## config.mk

```make
export PLATFORM = sky130hd
export DESIGN_NAME = button_stepper
export DESIGN_NICKNAME = d
export VERILOG_FILES = /design/src/rtl/button_stepper.sv
export SDC_FILE = /design/constraint.sdc
export NUM_CORES = 1
export LEC_CHECK = 0
export CAP_MARGIN = 40
export CORE_MARGIN = 2
export CORE_UTILIZATION = 55
export CTS_CLUSTER_SIZE = 12
export DETAILED_ROUTE_END_ITERATION = 16
export HOLD_SLACK_MARGIN = 0.03
export PLACE_DENSITY = 0.8
export SLEW_MARGIN = 20
export SYNTH_ARGS = -nofsm -noshare
export SYNTH_HDL_FRONTEND = slang
export SYNTH_SLANG_ARGS = --single-unit
```

## constraint.sdc

```tcl
create_clock -name clock -period 2.1 [get_ports clock]
set_input_delay 0.21 -clock clock [delete_from_list [all_inputs] [get_ports clock]]
set_output_delay 0.21 -clock clock [all_outputs]
set_load 0.01 [all_outputs]
```

## src/rtl/button_stepper.sv

```systemverilog
// -----------------------------------------------------------------------------
// button_stepper
//
// Turns two raw, bouncy push-buttons (count up / count down) into a clean
// one-cycle `step` pulse and a registered `up` direction level, intended to
// drive the count-enable and direction inputs of a BCD up/down counter.
// Each button is synchronised (2 flops) and debounced.
// A small FSM then handles:
//   - single-button arbitration
//   - the initial step
//   - hold-to-repeat (first repeat after REPEAT_DELAY, then every REPEAT_PERIOD)
//   - lock-out when both buttons are pressed
//
// Ports
//   clock    in  : single clock, rising edge
//   reset    in  : asynchronous active-low reset
//   btn_up   in  : raw up button, active-high, asynchronous
//   btn_down in  : raw down button, active-high, asynchronous
//   step     out : one-cycle count-enable pulse (registered)
//   up       out : direction of most recent step, 1 = up (registered)
//   up_db    out : debounced btn_up level (registered)
//   down_db  out : debounced btn_down level (registered)
// -----------------------------------------------------------------------------
module button_stepper #(
  parameter int DEBOUNCE      = 16,
  parameter int REPEAT_DELAY  = 64,
  parameter int REPEAT_PERIOD = 16
) (
  input  logic clock,
  input  logic reset,
  input  logic btn_up,
  input  logic btn_down,
  output logic step,
  output logic up,
  output logic up_db,
  output logic down_db
);

  // Terminal counts for the 16-bit counters/timers.
  localparam logic [15:0] DB_LAST = 16'(DEBOUNCE - 1);
  localparam logic [15:0] RD_LAST = 16'(REPEAT_DELAY - 1);
  localparam logic [15:0] RP_LAST = 16'(REPEAT_PERIOD - 1);

  typedef enum logic [1:0] {
    S_IDLE   = 2'd0,
    S_DELAY  = 2'd1,
    S_REPEAT = 2'd2,
    S_LOCK   = 2'd3
  } state_t;

  // Channel 0 = up button, channel 1 = down button.
  logic [1:0] w_btn_raw;
  logic [1:0] w_db;
  logic [1:0] w_press;

  assign w_btn_raw = {btn_down, btn_up};

  genvar gi;
  generate
    for (gi = 0; gi < 2; gi++) begin : g_btn
      logic        r_sync1;
      logic        r_sync2;
      logic        r_db;
      logic        r_db_d;
      logic [15:0] r_cnt;

      always_ff @(posedge clock or negedge reset) begin
        if (!reset) begin
          r_sync1 <= 1'b0;
          r_sync2 <= 1'b0;
          r_db    <= 1'b0;
          r_db_d  <= 1'b0;
          r_cnt   <= '0;
        end else begin
          r_sync1 <= w_btn_raw[gi];
          r_sync2 <= r_sync1;
          r_db_d  <= r_db;
          // The counter measures how long the synchronised level has
          // disagreed with the debounced level; any agreement restarts it.
          // Toggling when the count is DEBOUNCE-1 makes this edge the
          // DEBOUNCE-th consecutive disagreeing sample.
          if (r_sync2 == r_db) begin
            r_cnt <= '0;
          end else if (r_cnt == DB_LAST) begin
            r_cnt <= '0;
            r_db  <= ~r_db;
          end else begin
            r_cnt <= r_cnt + 16'd1;
          end
        end
      end

      assign w_db[gi]    = r_db;
      assign w_press[gi] = r_db & ~r_db_d;
    end
  endgenerate

  state_t      r_state;
  logic [15:0] r_timer;
  logic        r_step;
  logic        r_up;

  // While DELAY/REPEAT is active, r_up also identifies the active button.
  logic        w_active_db;
  logic        w_other_db;
  logic [15:0] w_limit;

  assign w_active_db = r_up ? w_db[0] : w_db[1];
  assign w_other_db  = r_up ? w_db[1] : w_db[0];
  assign w_limit     = (r_state == S_DELAY) ? RD_LAST : RP_LAST;

  always_ff @(posedge clock or negedge reset) begin
    if (!reset) begin
      r_state <= S_IDLE;
      r_timer <= '0;
      r_step  <= 1'b0;
      r_up    <= 1'b1;
    end else begin
      r_step <= 1'b0;
      case (r_state)
        S_IDLE: begin
          if (w_press[0] && w_press[1]) begin
            r_state <= S_LOCK;
          end else if (w_press[0] || w_press[1]) begin
            r_step  <= 1'b1;
            r_up    <= w_press[0];
            r_timer <= '0;
            r_state <= S_DELAY;
          end
        end
        S_DELAY, S_REPEAT: begin
          // Release and other-button press both take priority over a
          // repeat step that would fall due on the same edge.
          if (!w_active_db) begin
            r_state <= S_IDLE;
          end else if (w_other_db) begin
            r_state <= S_LOCK;
          end else if (r_timer == w_limit) begin
            r_step  <= 1'b1;
            r_timer <= '0;
            r_state <= S_REPEAT;
          end else begin
            r_timer <= r_timer + 16'd1;
          end
        end
        S_LOCK: begin
          // Leave only once both buttons are released, so a fresh press
          // (and hence a fresh edge) is needed to step again.
          if (!w_db[0] && !w_db[1]) begin
            r_state <= S_IDLE;
          end
        end
        default: r_state <= S_IDLE;
      endcase
    end
  end

  assign step    = r_step;
  assign up      = r_up;
  assign up_db   = w_db[0];
  assign down_db = w_db[1];

endmodule
```

== After elaboration in Yosys (flattened, before gate mapping) ==
Index checks and enable logic that the tools add are counted.

* Bits in latches: 0
* Bits in writable memories: 0
* Logic and storage cells: 80
* Bits of input ports: 4
* Memory bits (read-only): 0
* Register bits: 60
* Output and inout bits: 4
* Memories kept: 0

* Eq/ne operators: 15
* Shifts and indexed selects: 0
* Bitwise gates (word level): 9
* $lt $le $gt $ge: 0
* Reductions and logical operators: 13
* Add/subtract/negate cells: 3
* Div/mod/pow operators: 0
* Multiplexer cells: 26
* Multipliers: 0

{| class="wikitable"
|+ Operators by type and width
! kind !! count
|-
| 16-bit 2-to-1 mux || 9
|-
| 16-bit by 1-bit adder with 16-bit output, second input constant || 3
|-
| 16-bit by 4-bit == test with 1-bit output, second input constant || 2
|-
| 16-bit one-hot mux with 2 select lines || 1
|-
| 16-bit by 6-bit == test with 1-bit output || 1
|-
| 2-bit 2-to-1 mux || 6
|-
| 2-bit != test, second input constant || 5
|-
| 1-bit 2-to-1 mux || 7
|-
| 1-bit inverter || 7
|-
| 6-bit 2-to-1 mux || 1
|-
| 2-bit one-hot mux with 3 select lines || 1
|-
| 3-bit AND reduction || 2
|-
| 5-bit AND reduction || 1
|-
| 2-bit == test, second input constant || 2
|-
| 4-bit != test, second input constant || 1
|-
| 2-bit AND reduction || 2
|-
| 3-bit != test, second input constant || 1
|-
| 1-bit bitwise AND || 2
|-
| 1-bit == test || 2
|-
| 2-bit by 1-bit == test with 1-bit output, second input constant || 1
|-
| 1-bit logical AND || 2
|-
| 1-bit logical NOT || 2
|-
| 2-bit logical NOT || 1
|-
| 1-bit one-hot mux with 2 select lines || 1
|-
| other kinds (3) || 3
|}

== Longest topological paths before layout ==
* Depth in word-level cells: 7
* Gate-level depth with buffers: 10
* Gate-level depth less buffers: 8

== Worst setup path before layout ==
OpenSTA, ideal clock, no wires.

* Path type: register -> register
* Start point: register g_btn[0].r_db, in the netlist up_db
* End point: register r_timer[11]
* Period minus slack after synthesis: 2059 ps
* Path slack: 41 ps
* Cell stages (with the launch flop): 10
* Arrival: 1956 ps
* Setup time: 103 ps
* Cell sequence: dfrtp_1 > buf_2 > nand2b_1 > inv_1 > ha_1 > nor3b_4 > o221ai_2 > or2_1 > buf_6 > o41ai_2

* Longest elaborated chain between the ends: 4

{| class="wikitable"
|+ Ends and longest elaborated chain
! item !! RTL line !! RTL
|-
| start: declaration || 63 || <nowiki>logic r_db;</nowiki>
|-
| start signal: assignment || 86 || <nowiki>r_db <= ~r_db;</nowiki>
|-
| 1-bit bitwise AND (*) || 94 || <nowiki>assign w_press[gi] = r_db & ~r_db_d;</nowiki>
|-
| net w_press[0] || 54 || <nowiki>logic [1:0] w_press;</nowiki>
|-
| 1-bit logical OR / 1-bit logical AND (equally long branches) || 124, 122 ||
|-
| 2-bit != test (no line) || -- ||
|-
| 5-bit AND reduction (no line) (*) || -- ||
|-
| end signal: assignment || 143 || <nowiki>r_timer <= r_timer + 16'd1;</nowiki>
|-
| end: declaration || 99 || <nowiki>logic [15:0] r_timer;</nowiki>
|}

The timed path passes the listed nets; every way through them passes the cells marked *.
A chain may end at the register's enable or synchronous reset.

== Worst setup path after layout ==
* Start point: register r_state[1]
* End point: register r_timer[11]

* Longest elaborated chain between the ends: 7

{| class="wikitable"
|+ Ends and longest elaborated chain
! item !! RTL line !! RTL
|-
| start: declaration || 98 || <nowiki>state_t r_state;</nowiki>
|-
| start signal: assignment || 114 || <nowiki>r_state <= S_IDLE;</nowiki>
|-
| start signal: assignment || 123 || <nowiki>r_state <= S_LOCK;</nowiki>
|-
| start signal: assignment || 128 || <nowiki>r_state <= S_DELAY;</nowiki>
|-
| 2-bit by 1-bit == test with 1-bit output || 110, 120 ||
|-
| 6-bit 2-to-1 mux || 110 || <nowiki>assign w_limit = (r_state == S_DELAY) ? RD_LAST : RP_LAST;</nowiki>
|-
| 16-bit by 6-bit == test with 1-bit output || 138 || <nowiki>end else if (r_timer == w_limit) begin</nowiki>
|-
| 16-bit 2-to-1 mux || 138 ||
|-
| 16-bit 2-to-1 mux || 136 || <nowiki>end else if (w_other_db) begin</nowiki>
|-
| 16-bit 2-to-1 mux || 134 || <nowiki>if (!w_active_db) begin</nowiki>
|-
| 16-bit one-hot mux with 2 select lines || 120 || <nowiki>case (r_state)</nowiki>
|}

Several ways; a longest one is shown, not always the timed one. The select of a mux whose other input is x is not followed.

==> flow_metrics.env <==
export IMPL_status="complete, no violations"
export IMPL_dr_first_iter_drc_count=103
export IMPL_dieArea_um2=6410
export IMPL_rrSetupSlack_ns=0.12
export IMPL_fin_skew_ns=0.00974
export IMPL_rsz0062_at_grt="no"
export IMPL_cts_tree="done"
export IMPL_dr_pass1_iters=5
export IMPL_finalSetupViolations=0
export IMPL_synth_ff_type="dfrtp_1"
export IMPL_critPathCapture="r_timer[11]$_DFFE_PN0P_"
export IMPL_worstPathMaxFanout=11
export IMPL_grt_max_degree=36
export IMPL_grt_pass1_vias=2263
export IMPL_vias=2403
export IMPL_ioPinCount=8
export IMPL_core_area_um2=5540
export IMPL_hold_path_class="input pin to flip-flop"
export IMPL_r2r_start="r_state[1]$_DFFE_PN0P_"
export IMPL_dpl_cell_area_um2=3360
export IMPL_powerDensity_nw_per_um2=823
export IMPL_place_congestion=0.815
export IMPL_viasPerCell=5.78
export IMPL_ys_seq_area_share_pct=47.2
export IMPL_nets=354
export IMPL_relSlewSlack_pct=51.3
export IMPL_syn_nets=334
export IMPL_irDropWorstVdd_mv=0.512
export IMPL_synth_cell_types=53
export IMPL_antenna_found_initial=0
export IMPL_syn_instance_count=320
export IMPL_syn_avg_cell_area_um2=9.94
export IMPL_clock_latency_ns=0.34
export IMPL_leakage_nw=1.66
export IMPL_start_util_pct=57.4
export IMPL_drc=0
export IMPL_wirelength_mm=6.20
export IMPL_die_h_um=80.0
export IMPL_cts_clk_slew_worst_paths_ns=0.07
export IMPL_ys_warn_count=0
export IMPL_end_kind="flip-flop"
export IMPL_max_cap_violations=0
export IMPL_ff_latch_area_um2=1500
export IMPL_critPathArrivalTime_ns=2.22
export IMPL_design_area_um2=3630
export IMPL_rr_worst_depth=7
export IMPL_max_freq_mhz=504
export IMPL_required_ns=2.33
export IMPL_drive_gt1_share_pct=15.4
export IMPL_cts_buffers=9
export IMPL_finalCritPeriodShare_pct=94.5
export IMPL_async_flop_share_pct=100
export IMPL_syn_cell_area_um2=3180
export IMPL_post_cts_buffers=0
export IMPL_p_total_w=0.00299
export IMPL_portBuffers=7
export IMPL_synth_edf_count=0
export IMPL_hold_violations=0
export IMPL_fill_cells=441
export IMPL_drtAntennaViolNets=0
export IMPL_routedWlPerCell_um=14.9
export IMPL_grt_overflow=0
export IMPL_fin_crit_ns=1.98
export IMPL_critPathLaunch="r_state[1]$_DFFE_PN0P_"
export IMPL_diodes=0
export IMPL_die_w_um=80.0
export IMPL_worstMarginPinSlew_ns=0.731
export IMPL_htreeDepth=3
export IMPL_cts_buffer_depth=2
export IMPL_area_delta_synth_final_pct=14.1
export IMPL_root_buffer="clkbuf_8"
export IMPL_row_count=27
export IMPL_cts_sinks=60
export IMPL_place_hpwl_mm=4.23
export IMPL_synth_seq_cells=60
export IMPL_worstSetupStartpointType="flip-flop"
export IMPL_fin_tns_setup_ns=0
export IMPL_critical_path_class="flip-flop to flip-flop"
export IMPL_multi_input_area_um2=1600
export IMPL_grtUsageTotal_pct=21.5
export IMPL_reg2reg_to="r_timer[11]$_DFFE_PN0P_"
export IMPL_grt_pass1_wl_mm=10.6
export IMPL_drv_slew=0
-- cell usage in the layout (no fill, tap or decap), types with 5 or more instances in the layout --
master / n
nor3_1: 5
nand3_1: 16
o21ai_0: 6
inv_1: 7
nand2_1: 33
o31ai_1: 8
clkdlybuf4s50_1: 6
a21oi_1: 7
nand4_1: 11
a2bb2oi_1: 5
and2_1: 5
nor2_1: 40
nor4_1: 7
xor2_1: 19
buf_4: 12
and3_1: 12
dfrtp_1: 59
ha_1: 9
xnor2_1: 10
clkbuf_8: 10
-- synth_stat cells, drive strengths merged (5+ instances only) --
master	number	area, um2
a21oi	8	43.8
a2bb2oi	5	43.8
and2	5	31.3
and3	13	86.3
buf	7	46.3
dfrtp	59	1480
ha	10	125
inv	8	30.0
mux2	5	56.3
nand2	33	124
nand3	16	80.1
nand4	13	93.8
nor2	41	161
nor3	5	25.0
nor4	8	56.3
o21ai	8	43.8
o31ai	8	60.1
or2	5	31.3
xnor2	10	87.6
xor2	19	166
-- layer usage --
metal,GRT usage [%],share of wire (%)
met2,35.9,50
met4,7.12,1.3
met1,26.8,45
met3,6.11,3.5
met5,0,0
-- how the worst min path moves through the flow --
stage               startpoint                          to  slack [ns]  depth (start not counted)
global route          btn_down  g_btn[1].r_sync1$_DFF_PN0_        0.31                          1
detailed placement       reset              step$_DFF_PN0_        0.31                          1
global placement         reset              step$_DFF_PN0_        0.31                          1
floorplan                reset         down_db$_DFFE_PN0P_       -0.09                          0
CTS                     btn_up  g_btn[0].r_sync1$_DFF_PN0_        0.30                          1
finish                btn_down  g_btn[1].r_sync1$_DFF_PN0_        0.31                          1
-- repair_timing --
action                                  4_1_cts  5_1_grt
cloned                                        0        0
hold buffers                                  1        0
endpoints found under the setup margin        2        4
endpoints found under the hold margin        31        0
gates resized for setup                       1        3
-- stage by stage --
step / worst slack (ns) / utilization, % / hold WS, ns / instances
after CTS: 0.0528 / 65.2 / 0.297 / 416
final: 0.115 / 65.5 / 0.308 / 416
after global routing: 0.0273 / 65.5 / 0.313 / 416
after detailed placement: -0.0315 / 60.7 / 0.312 / 400
after floorplan: 0.0407 / - / -0.0856 / 320
after global placement: 0.104 / 60.7 / 0.305 / 400
-- where the power goes --
group / internal [W] / switching [W]
clock: 0.000810 / 0.000448
sequential: 0.00118 / 0.0000142
combinational: 0.000210 / 0.000323
-- sequential cells by signal (all words and copies together), names as in the netlist --
name           flops
step               1
up_db              1
g_btn.r_sync1      2
g_btn.r_db_d       2
g_btn.r_cnt       32
r_state            2
g_btn.r_sync2      2
up                 1
r_timer           16
down_db            1
-- kinds of logic (layout without fill, tap and decap cells) --
group / Yosys count / in the layout / share of synthesized area, %
AO/OA/AOI/OAI: 43 / 43 / 10.6
AND/OR/NAND/NOR: 152 / 152 / 25.0
buffers and inverters: 19 / 43 / 2.87
flip-flops: 60 / 60 / 47.2
adder cells (fa/ha/maj): 10 / 10 / 3.93
XOR/XNOR: 29 / 29 / 7.99
multiplexers: 7 / 7 / 2.40
-- area by class of cell --
class	count	share of cell area (%)
Multi-Input combinational cell	241	44.2
Sequential cell	60	41.4
Timing Repair Buffer	20	4.55
Clock buffer	10	3.79
Clock inverter	5	2.76
Tap cell	72	2.48
Inverter	8	0.828
-- worst max-delay path, stage by stage (launching register included) --
cell and delay [ns]:
dfrtp_1 0.42, inv_2 0.09, ha_2 0.30, buf_4 0.19, nand2b_1 0.09, o221ai_2 0.11
or2_4 0.34, o41ai_4 0.34
No activity file was read; power rests on OpenSTA's default activity.
